$ cat src/rtl/shift_sequencer_if.sv
// Host-side bundle for shift_sequencer: command handshake plus status/result.
// Handshake: a command transfers at a posedge where cmd_valid and cmd_ready are
// both high; the host holds cmd_* stable while cmd_valid is high and not yet
// accepted, and the sequencer samples cmd_* only at that transfer edge.
interface shift_sequencer_if #(
  parameter int WIDTH = 8,
  parameter int CNT_W = 4
);
  logic             cmd_valid;
  logic             cmd_ready;
  logic [1:0]       cmd_op;
  logic [CNT_W-1:0] cmd_cnt;
  logic [WIDTH-1:0] cmd_data;
  logic             cmd_fill;
  logic             abort;
  logic             busy;
  logic             done;
  logic             aborted;
  logic [WIDTH-1:0] result;

  modport master (
    output cmd_valid, cmd_op, cmd_cnt, cmd_data, cmd_fill, abort,
    input  cmd_ready, busy, done, aborted, result
  );

  modport slave (
    input  cmd_valid, cmd_op, cmd_cnt, cmd_data, cmd_fill, abort,
    output cmd_ready, busy, done, aborted, result
  );
endinterface

$ cat src/rtl/shift_sequencer.sv
// Command-driven controller for an 8-bit universal shift register. Accepts one
// LOAD/SHL/SHR/ROTL command at a time, drives the register's mode/serial/parallel
// inputs for the needed cycles, then reports the register contents with a
// one-cycle done pulse. The register samples on the negedge of the same clock.
module shift_sequencer #(
  parameter int WIDTH = 8,
  parameter int CNT_W = 4
) (
  input  logic             clk,
  input  logic             reset,
  shift_sequencer_if.slave bus,
  input  logic [WIDTH-1:0] sr_q,
  output logic [1:0]       sr_s,
  output logic [WIDTH-1:0] sr_i,
  output logic             sr_r,
  output logic [1:0]       dbg_state_o
);

  typedef enum logic [1:0] {
    ST_IDLE  = 2'd0,
    ST_LOAD  = 2'd1,
    ST_SHIFT = 2'd2,
    ST_DONE  = 2'd3
  } state_t;

  localparam logic [1:0] OP_LOAD = 2'b00;
  localparam logic [1:0] OP_SHR  = 2'b10;
  localparam logic [1:0] OP_ROTL = 2'b11;

  localparam logic [1:0] MODE_HOLD = 2'b00;
  localparam logic [1:0] MODE_UP   = 2'b01;
  localparam logic [1:0] MODE_DOWN = 2'b10;
  localparam logic [1:0] MODE_LOAD = 2'b11;

  state_t           state_q, state_d;
  logic [CNT_W-1:0] cnt_q, cnt_d;
  logic [1:0]       op_q, op_d;
  logic             fill_q, fill_d;
  logic [WIDTH-1:0] data_q, data_d;
  logic [1:0]       sr_s_q, sr_s_d;
  logic             sr_r_q, sr_r_d;
  logic             busy_q, busy_d;
  logic             done_q, done_d;
  logic             aborted_q, aborted_d;
  logic [WIDTH-1:0] result_q, result_d;

  // State and registered outputs; reset drops any command in flight.
  always_ff @(posedge clk or posedge reset) begin
    if (reset) begin
      state_q   <= ST_IDLE;
      cnt_q     <= '0;
      op_q      <= OP_LOAD;
      fill_q    <= 1'b0;
      data_q    <= '0;
      sr_s_q    <= MODE_HOLD;
      sr_r_q    <= 1'b0;
      busy_q    <= 1'b0;
      done_q    <= 1'b0;
      aborted_q <= 1'b0;
      result_q  <= '0;
    end else begin
      state_q   <= state_d;
      cnt_q     <= cnt_d;
      op_q      <= op_d;
      fill_q    <= fill_d;
      data_q    <= data_d;
      sr_s_q    <= sr_s_d;
      sr_r_q    <= sr_r_d;
      busy_q    <= busy_d;
      done_q    <= done_d;
      aborted_q <= aborted_d;
      result_q  <= result_d;
    end
  end

  // Next state and next registered outputs. Outputs are computed for the state
  // being entered, so they are valid for the whole of that state's cycle.
  always_comb begin
    state_d   = state_q;
    cnt_d     = cnt_q;
    op_d      = op_q;
    fill_d    = fill_q;
    data_d    = data_q;
    sr_s_d    = MODE_HOLD;
    sr_r_d    = 1'b0;
    busy_d    = 1'b0;
    done_d    = 1'b0;
    aborted_d = 1'b0;
    result_d  = result_q;
    unique case (state_q)
      ST_IDLE: begin
        if (bus.cmd_valid) begin
          op_d   = bus.cmd_op;
          cnt_d  = bus.cmd_cnt;
          data_d = bus.cmd_data;
          fill_d = bus.cmd_fill;
          if (bus.cmd_op == OP_LOAD) begin
            state_d = ST_LOAD;
            sr_s_d  = MODE_LOAD;
            busy_d  = 1'b1;
          end else if (bus.cmd_cnt != '0) begin
            state_d = ST_SHIFT;
            sr_s_d  = (bus.cmd_op == OP_SHR) ? MODE_DOWN : MODE_UP;
            // ROTL feeds the MSB back combinationally instead of the fill bit.
            sr_r_d  = (bus.cmd_op == OP_ROTL) ? 1'b0 : bus.cmd_fill;
            busy_d  = 1'b1;
          end else begin
            // Zero-length shift: report the register untouched.
            state_d  = ST_DONE;
            done_d   = 1'b1;
            result_d = sr_q;
          end
        end
      end
      ST_LOAD: begin
        state_d  = ST_DONE;
        done_d   = 1'b1;
        result_d = sr_q;
      end
      ST_SHIFT: begin
        cnt_d = cnt_q - 1'b1;
        if (bus.abort || (cnt_q == {{(CNT_W-1){1'b0}}, 1'b1})) begin
          // The shift of the current cycle already happened at the negedge.
          state_d   = ST_DONE;
          cnt_d     = '0;
          done_d    = 1'b1;
          aborted_d = bus.abort;
          result_d  = sr_q;
        end else begin
          sr_s_d = sr_s_q;
          sr_r_d = sr_r_q;
          busy_d = 1'b1;
        end
      end
      ST_DONE: begin
        state_d = ST_IDLE;
      end
      default: begin
        state_d = ST_IDLE;
      end
    endcase
  end

  assign bus.cmd_ready = (state_q == ST_IDLE);
  assign bus.busy      = busy_q;
  assign bus.done      = done_q;
  assign bus.aborted   = aborted_q;
  assign bus.result    = result_q;

  assign sr_s = sr_s_q;
  assign sr_i = data_q;
  assign sr_r = ((state_q == ST_SHIFT) && (op_q == OP_ROTL)) ? sr_q[WIDTH-1] : sr_r_q;

  assign dbg_state_o = state_q;

endmodule

$ cat src/flat_wrapper.sv
// flat-port wrapper written by rule: the top's interface ports become plain ports
module shift_sequencer_flat 
#(
  parameter int WIDTH = 8,
  parameter int CNT_W = 4
)
  (clk, reset, sr_q, sr_s, sr_i, sr_r, dbg_state_o, bus_cmd_valid, bus_cmd_op, bus_cmd_cnt, bus_cmd_data, bus_cmd_fill, bus_abort, bus_cmd_ready, bus_busy, bus_done, bus_aborted, bus_result);
  shift_sequencer_if #(.WIDTH(WIDTH), .CNT_W(CNT_W)) bus_i ();
  input  logic clk;
  input  logic reset;
  input  logic [WIDTH-1:0] sr_q;
  output logic [1:0] sr_s;
  output logic [WIDTH-1:0] sr_i;
  output logic sr_r;
  output logic [1:0] dbg_state_o;
  input wire logic [$bits(bus_i.cmd_valid)-1:0] bus_cmd_valid;
  input wire logic [$bits(bus_i.cmd_op)-1:0] bus_cmd_op;
  input wire logic [$bits(bus_i.cmd_cnt)-1:0] bus_cmd_cnt;
  input wire logic [$bits(bus_i.cmd_data)-1:0] bus_cmd_data;
  input wire logic [$bits(bus_i.cmd_fill)-1:0] bus_cmd_fill;
  input wire logic [$bits(bus_i.abort)-1:0] bus_abort;
  output wire logic [$bits(bus_i.cmd_ready)-1:0] bus_cmd_ready;
  output wire logic [$bits(bus_i.busy)-1:0] bus_busy;
  output wire logic [$bits(bus_i.done)-1:0] bus_done;
  output wire logic [$bits(bus_i.aborted)-1:0] bus_aborted;
  output wire logic [$bits(bus_i.result)-1:0] bus_result;
  assign bus_i.cmd_valid = bus_cmd_valid;
  assign bus_i.cmd_op = bus_cmd_op;
  assign bus_i.cmd_cnt = bus_cmd_cnt;
  assign bus_i.cmd_data = bus_cmd_data;
  assign bus_i.cmd_fill = bus_cmd_fill;
  assign bus_i.abort = bus_abort;
  assign bus_cmd_ready = bus_i.cmd_ready;
  assign bus_busy = bus_i.busy;
  assign bus_done = bus_i.done;
  assign bus_aborted = bus_i.aborted;
  assign bus_result = bus_i.result;
  shift_sequencer #(.WIDTH(WIDTH), .CNT_W(CNT_W)) u_core (.clk(clk), .reset(reset), .bus(bus_i), .sr_q(sr_q), .sr_s(sr_s), .sr_i(sr_i), .sr_r(sr_r), .dbg_state_o(dbg_state_o));
endmodule
$ cat config.mk
export PLATFORM = sky130hd
export DESIGN_NAME = shift_sequencer_flat
export DESIGN_NICKNAME = d
export VERILOG_FILES = /design/src/rtl/shift_sequencer_if.sv /design/src/rtl/shift_sequencer.sv /design/src/flat_wrapper.sv
export SDC_FILE = /design/constraint.sdc
export NUM_CORES = 1
export LEC_CHECK = 0
export CAP_MARGIN = 20
export CORE_ASPECT_RATIO = 1.75
export CORE_UTILIZATION = 35
export CTS_BUF_LIST = sky130_fd_sc_hd__clkbuf_8
export DETAILED_ROUTE_END_ITERATION = 10
export PLACE_DENSITY = 0.66
export RECOVER_POWER = 50
export SYNTH_ARGS = -nofsm -noshare
export SYNTH_HDL_FRONTEND = slang
export SYNTH_SLANG_ARGS = --single-unit
$ cat constraint.sdc
create_clock -name clk -period 2.62 [get_ports clk]
set_input_delay 0.655 -clock clk [delete_from_list [all_inputs] [get_ports clk]]
set_output_delay 0.655 -clock clk [all_outputs]
set_load 0.005 [all_outputs]
== Word level (Yosys, flattened, before mapping) ==
Cells that the tools add are included.
Word-level totals
  word-level logic and storage cells: 71
  register bits: 30
Operators by class
  add/subtract/negate cells: 1
  mux-type cells: 38
  reduce and logical (&&, ||, !) cells: 11
  equality and inequality tests: 11
Operators with widths (number)
  8-bit 2-to-1 mux: 4
  8-bit case mux with 3 select lines: 1
  1-bit 2-to-1 mux: 17
  2-bit 2-to-1 mux: 8
  2-bit == test, second input constant: 5
  4-bit 2-to-1 mux: 2
  2-bit case mux with 4 select lines: 1
  4-bit case mux with 2 select lines: 1
  2-bit != test, second input constant: 3
  2-bit AND reduction: 3
  5-bit AND reduction: 1
  4-bit by 1-bit == test with 1-bit output, second input constant: 1
  2-bit logical NOT: 2
  1-bit case mux with 2 select lines: 2
  2-bit case mux with 2 select lines: 1
  4-bit nonzero test: 1
  4-bit by 1-bit subtractor with 4-bit output, second input constant: 1
  1-bit case mux with 3 select lines: 1
  3-bit nonzero test: 1
  2-bit by 1-bit == test with 1-bit output, second input constant: 1
  2-bit by 1-bit != test with 1-bit output, second input constant: 1
  2-bit nonzero test: 1
  1-bit logical AND: 1
  1-bit logical OR: 1

== Longest topological paths before layout ==
  word-level depth: 6
  mapped depth: 7

== Worst setup path after synthesis ==
OpenSTA, ideal clock, no wires.
  path type: input to register
  from: in bus_cmd_cnt[1]
  to: reg u_core.result_q[0] (netlist: u_core.bus.result[0])
  setup slack: 0.598 ns
  setup time: 0.125 ns
  cell stages on the path: 5
  data arrival time: 1.897 ns
  cells stage by stage: or4_1 > buf_2 > o21ai_2 > nand3b_4 > mux2_2
On the way
  word-level cells in the longest chain between the ends: 3
RTL lines
  start, declared: line flat_wrapper.sv:18  | input wire logic [$bits(bus_i.cmd_cnt)-1:0] bus_cmd_cnt;
  4-bit nonzero test: line shift_sequencer.sv:101  | end else if (bus.cmd_cnt != '0) begin
  2-bit != test (no source line)
  5-bit AND reduction (no source line)
  end signal, assigned: line shift_sequencer.sv:72  | result_q <= result_d;
  end, declared: line shift_sequencer.sv:45  | logic [WIDTH-1:0] result_q, result_d;
Every way passes these cells.
A chain may end at the register's enable or synchronous reset.

== Final worst setup path ==
  from: reg u_core.state_q[0] (netlist: u_core.dbg_state_o[0])
  to: out sr_r
On the way
  word-level cells in the longest chain between the ends: 3
RTL lines
  start, declared: line shift_sequencer.sv:35  | state_t state_q, state_d;
  start signal, assigned: line shift_sequencer.sv:62  | state_q <= state_d;
  2-bit == test: line shift_sequencer.sv:152  | assign sr_r = ((state_q == ST_SHIFT) && (op_q == OP_ROTL)) ? sr_q[WIDTH-1] : sr_r_q;
  1-bit logical AND: line shift_sequencer.sv:152
  1-bit 2-to-1 mux: line shift_sequencer.sv:152
  end, declared: line flat_wrapper.sv:14  | output logic sr_r;
Every way passes these cells.

==> summary.md <==
| Metric | Value |
|---|---|
| Worst R2R Start | u_core.dbg_state_o[1] |
| Place WS | 0.110 ns |
| Nets@finish | 210 |
| PwrDens | 1150 nW/um2 |
| Core Region | 3870 um2 |
| VDD IR max | 0.609 mV |
| Fmax | ~0.4 GHz |
| Worst hold path type | reg -> reg |
| Sw Pwr | 0.000739 W |
| Post-synth cell types | 30 |
| Crit end category | primary output |
| Simple-Gate Fraction of Synth Area | 9.62% |
| Final hold viol count | 0 |
| Post_cts resized | 0 |
| Tmin final | around 2.5 ns |
| Worst hold start | u_core.sr_r_q |
| CTS tree | built |
| Post-route DRC violation count | 0 |
| Die area | approximately 4300 um2 |
| Hold depth | 2 |
| Num CTS Buffers | 5 |
| Clk slew on worst S/H paths | approximately 0.06 ns |
| Die width | 49.9 um |
| Initial antenna violation count | 0 |
| # rows | 30 |
| Reg2reg path depth | 7 |
| Clock Latency Late Sink | roughly 0.28 ns |
| Area contributors post-synth | dfrtp_1 (53%), mux2_2 (16%), ha_1 (5.3%) |
| Dpl cell area | approximately 2000 um2 |
| Pleak | 0.911 nW |
| Post-Synthesis Cells | 118 |
| TritonCTS Sinks | 30 |
| Failing checks | max-capacitance violations, max-slew violations |
| Combinational power share | 47.1% |
| Reg-to-reg slack, setup | around 0.59 ns |
| Arrival time worst endpoint | 1.87 ns |
| Vias/cell | 5.02 |
| Final sum of negative setup slack | 0 ns |
| Startpoint types | flip-flop |
| Total number of vias | about 1100 |
| Register area share after synthesis | 53.4% |
| Status | finished with violations |
| Total power draw | 0.00241 W |
| Wire length per cell | 14.7 um |
| Synth area leader | dfrtp_1 |
| Post-CTS setup buffer count | 0 |
| Adder-cell share of the synthesized area | 5.34% |
| Worst-margin pin slew | 1.61 ns |
| Max Root-Sink Buffers | 2 |
| Worst path cell trace | inv_1, ha_1, nand3_1, mux2_2, clkdlybuf4s50_1 |
| CTS root buf | clkbuf_8 |
| Final period utilization | 96.3% |
| I/O pin count | 52 |
| Switch share | between 30 and 40% |
| Largest net degree at the start of global routing | 31 |
| Compound-Gate Fraction of Synth Area | between 10% and 20% |
| Synthesis-to-finish area growth | 49.2% |
| Routed WL | approximately 3300 um |
| Critical Path RT | ~2.0 ns |
| Fin area | roughly 2100 um2 |
| Worst hold path endpoint | u_core.sr_r_q |
| Gp weighted congestion | 0.867 |
| Max cap viols | 1 |
| Final setup fails | 0 |
| Largest stage delay on the critical path | 0.46 ns |
| Unrepaired setup endpoints after global routing | false |
| Worst rel slew slack | -7.62% |
| Number of port buffers | 51 |
| Synthesized area | between 1000 and 1500 um2 |
| Skew final | 0.00412 ns |
| Seq cells post-synth | 30 |
| Largest family of logic cells by synthesized area | multiplexers |
| Total gr overflow | 0 |
| FF-to-FF End | u_core.bus.done |
| Die Height | 85.8 um |
| Post-DP HPWL | 2490 um |
| Proportion of synthesized area in mux cells | 16.7% |
| Setup CP Type | reg -> out |
| Vias in the first global route | 1191 |
| Flop pwr share | around a third |
| Antenna-violating nets left | 0 |
| Share of layout cells above drive strength 1 | 18.1% |
| Drt initial violations | 23 |
| Hold slack | 0.468 ns |
| Synth Area in XOR/XNOR | less than 1% |
| Hold-fix buffers at CTS | 0 |
| Average size of a mapped cell | 11.9 um2 |
| Ys Warns | 0 |
| Clock share of power | approximately a fifth |
| Slowest-stage cell, CP | clkdlybuf4s50_1 |
| Synth Net Count | 151 |
| Overall Global Routing Usage | 17.1% |
| CTS H-tree lvls | 2 |
| Slew Limit Fails | 31 |
| Share of the synthesized area in the top cell type | 53.4% |
| Initial Util | between 30% and 40% |
| Max FO, Critical Path | 3 |
| First-pass GRT wire length | 5420 um |
| Diode count | 0 |
| Cell-internal power | 0.00167 W |
| Setup ws final | 0.0972 ns |
| Pre-antenna DRT Iters | 4 |
## registers in the layout, summed over array words and instances, names as in the netlist
name and cells:
u_core.bus.done 1, u_core.dbg_state_o 2, u_core.cnt_q 4, u_core.bus.result 8, u_core.sr_r_q 1, u_core.bus.busy 1, u_core.bus.aborted 1, u_core.sr_i 8
u_core.sr_s 2, u_core.op_q 2
## synth_stat cells, drive strengths merged
| cell type | n |
|---|---|
| nand4 | 1 |
| inv | 10 |
| dfrtp | 30 |
| o22ai | 1 |
| a22o | 2 |
| mux2i | 1 |
| or4 | 1 |
| o21ai | 8 |
| nor2 | 5 |
| a21oi | 3 |
| mux2 | 20 |
| o21bai | 1 |
| nand3 | 1 |
| nand3b | 2 |
| a32o | 2 |
| o31ai | 2 |
| buf | 3 |
| and2 | 1 |
| a22oi | 2 |
| xnor2 | 1 |
| nor2b | 1 |
| o2bb2ai | 1 |
| nor3 | 3 |
| ha | 6 |
| or3b | 1 |
| nand2 | 9 |
## worst max-delay path, delay by kind of cell, from the launching register on
kind | cells | cell delay [ns]
buf+inv | 2 | 0.55
flops | 1 | 0.37
mux | 1 | 0.33
fa+ha+maj | 1 | 0.25
simple gates | 1 | 0.10
## power groups by stage
stage	clock network [W]	registers [W]	logic (W)
detailed placement	0	0.000823	0.00113
CTS	0.000480	0.000815	0.00114
global route	0.000497	0.000839	0.00124
global placement	0	0.000809	0.00110
finish	0.000467	0.000809	0.00114
floorplan	0	0.000814	0.000588
## routing by layer
| metal | track usage [%] | wire [um] | vias up |
|---|---|---|---|
| li1 | - | - | 531 |
| met1 | 16.3 | 1240 | 560 |
| met2 | 32.7 | 1890 | 33 |
| met3 | 4.43 | 113 | 6 |
| met4 | 7.79 | 53 | 0 |
| met5 | 0 | 0 | - |
## through the flow
step,utilization [%],cells
global route,54.2,225
floorplan,-,118
CTS,54.2,224
finish,54.2,225
detailed placement,51.3,217
global placement,51.3,217
## cell usage in the layout (no fill, tap or decap), drive strengths merged, types with 2 or more instances in the layout
cell type	synthesis	routed
clkdlybuf4s50	0	50
dfrtp	30	30
mux2	20	20
inv	10	10
nand2	9	9
o21ai	8	8
clkbuf	0	8
ha	6	6
nor2	5	5
nor3	3	3
a21oi	3	3
a32o	2	2
a22o	2	2
o31ai	2	2
a22oi	2	2
buf	3	2
nand3b	2	2
## cell type report
cell class              count  area (um2)
clock buffers               6        82.6
clock inverters             1        30.0
fillers                   368        1770
inverters                  10        37.5
multi-input cells          75         603
flip-flops and latches     30         751
well taps                  48        60.1
repair buffers             55         533
## how the worst max path moves through the flow
| stage | end | from | slack [ns] |
|---|---|---|---|
| 2_1_floorplan | u_core.bus.result[0] | bus_cmd_cnt[1] | 0.60 |
| 3_3_place_gp | u_core.bus.result[4] | bus_cmd_cnt[1] | 0.16 |
| 3_5_place_dp | u_core.bus.result[6] | bus_cmd_cnt[1] | 0.11 |
| 4_1_cts | sr_r | u_core.dbg_state_o[0] | 0.02 |
| 5_1_grt | sr_r | u_core.dbg_state_o[0] | 0.04 |
| 6_report | sr_r | u_core.dbg_state_o[0] | 0.1 |
## cells by family (layout without fill, tap and decap cells)
| family | count (synthesis) | count (layout) |
|---|---|---|
| adder cells (fa/ha/maj) | 6 | 6 |
| AND/OR/NAND/NOR | 25 | 25 |
| buffers and inverters | 13 | 72 |
| AO/OA/AOI/OAI | 22 | 22 |
| multiplexers | 21 | 21 |
| XOR/XNOR | 1 | 1 |
| flip-flops | 30 | 30 |
(Power assumes the default switching activity.)
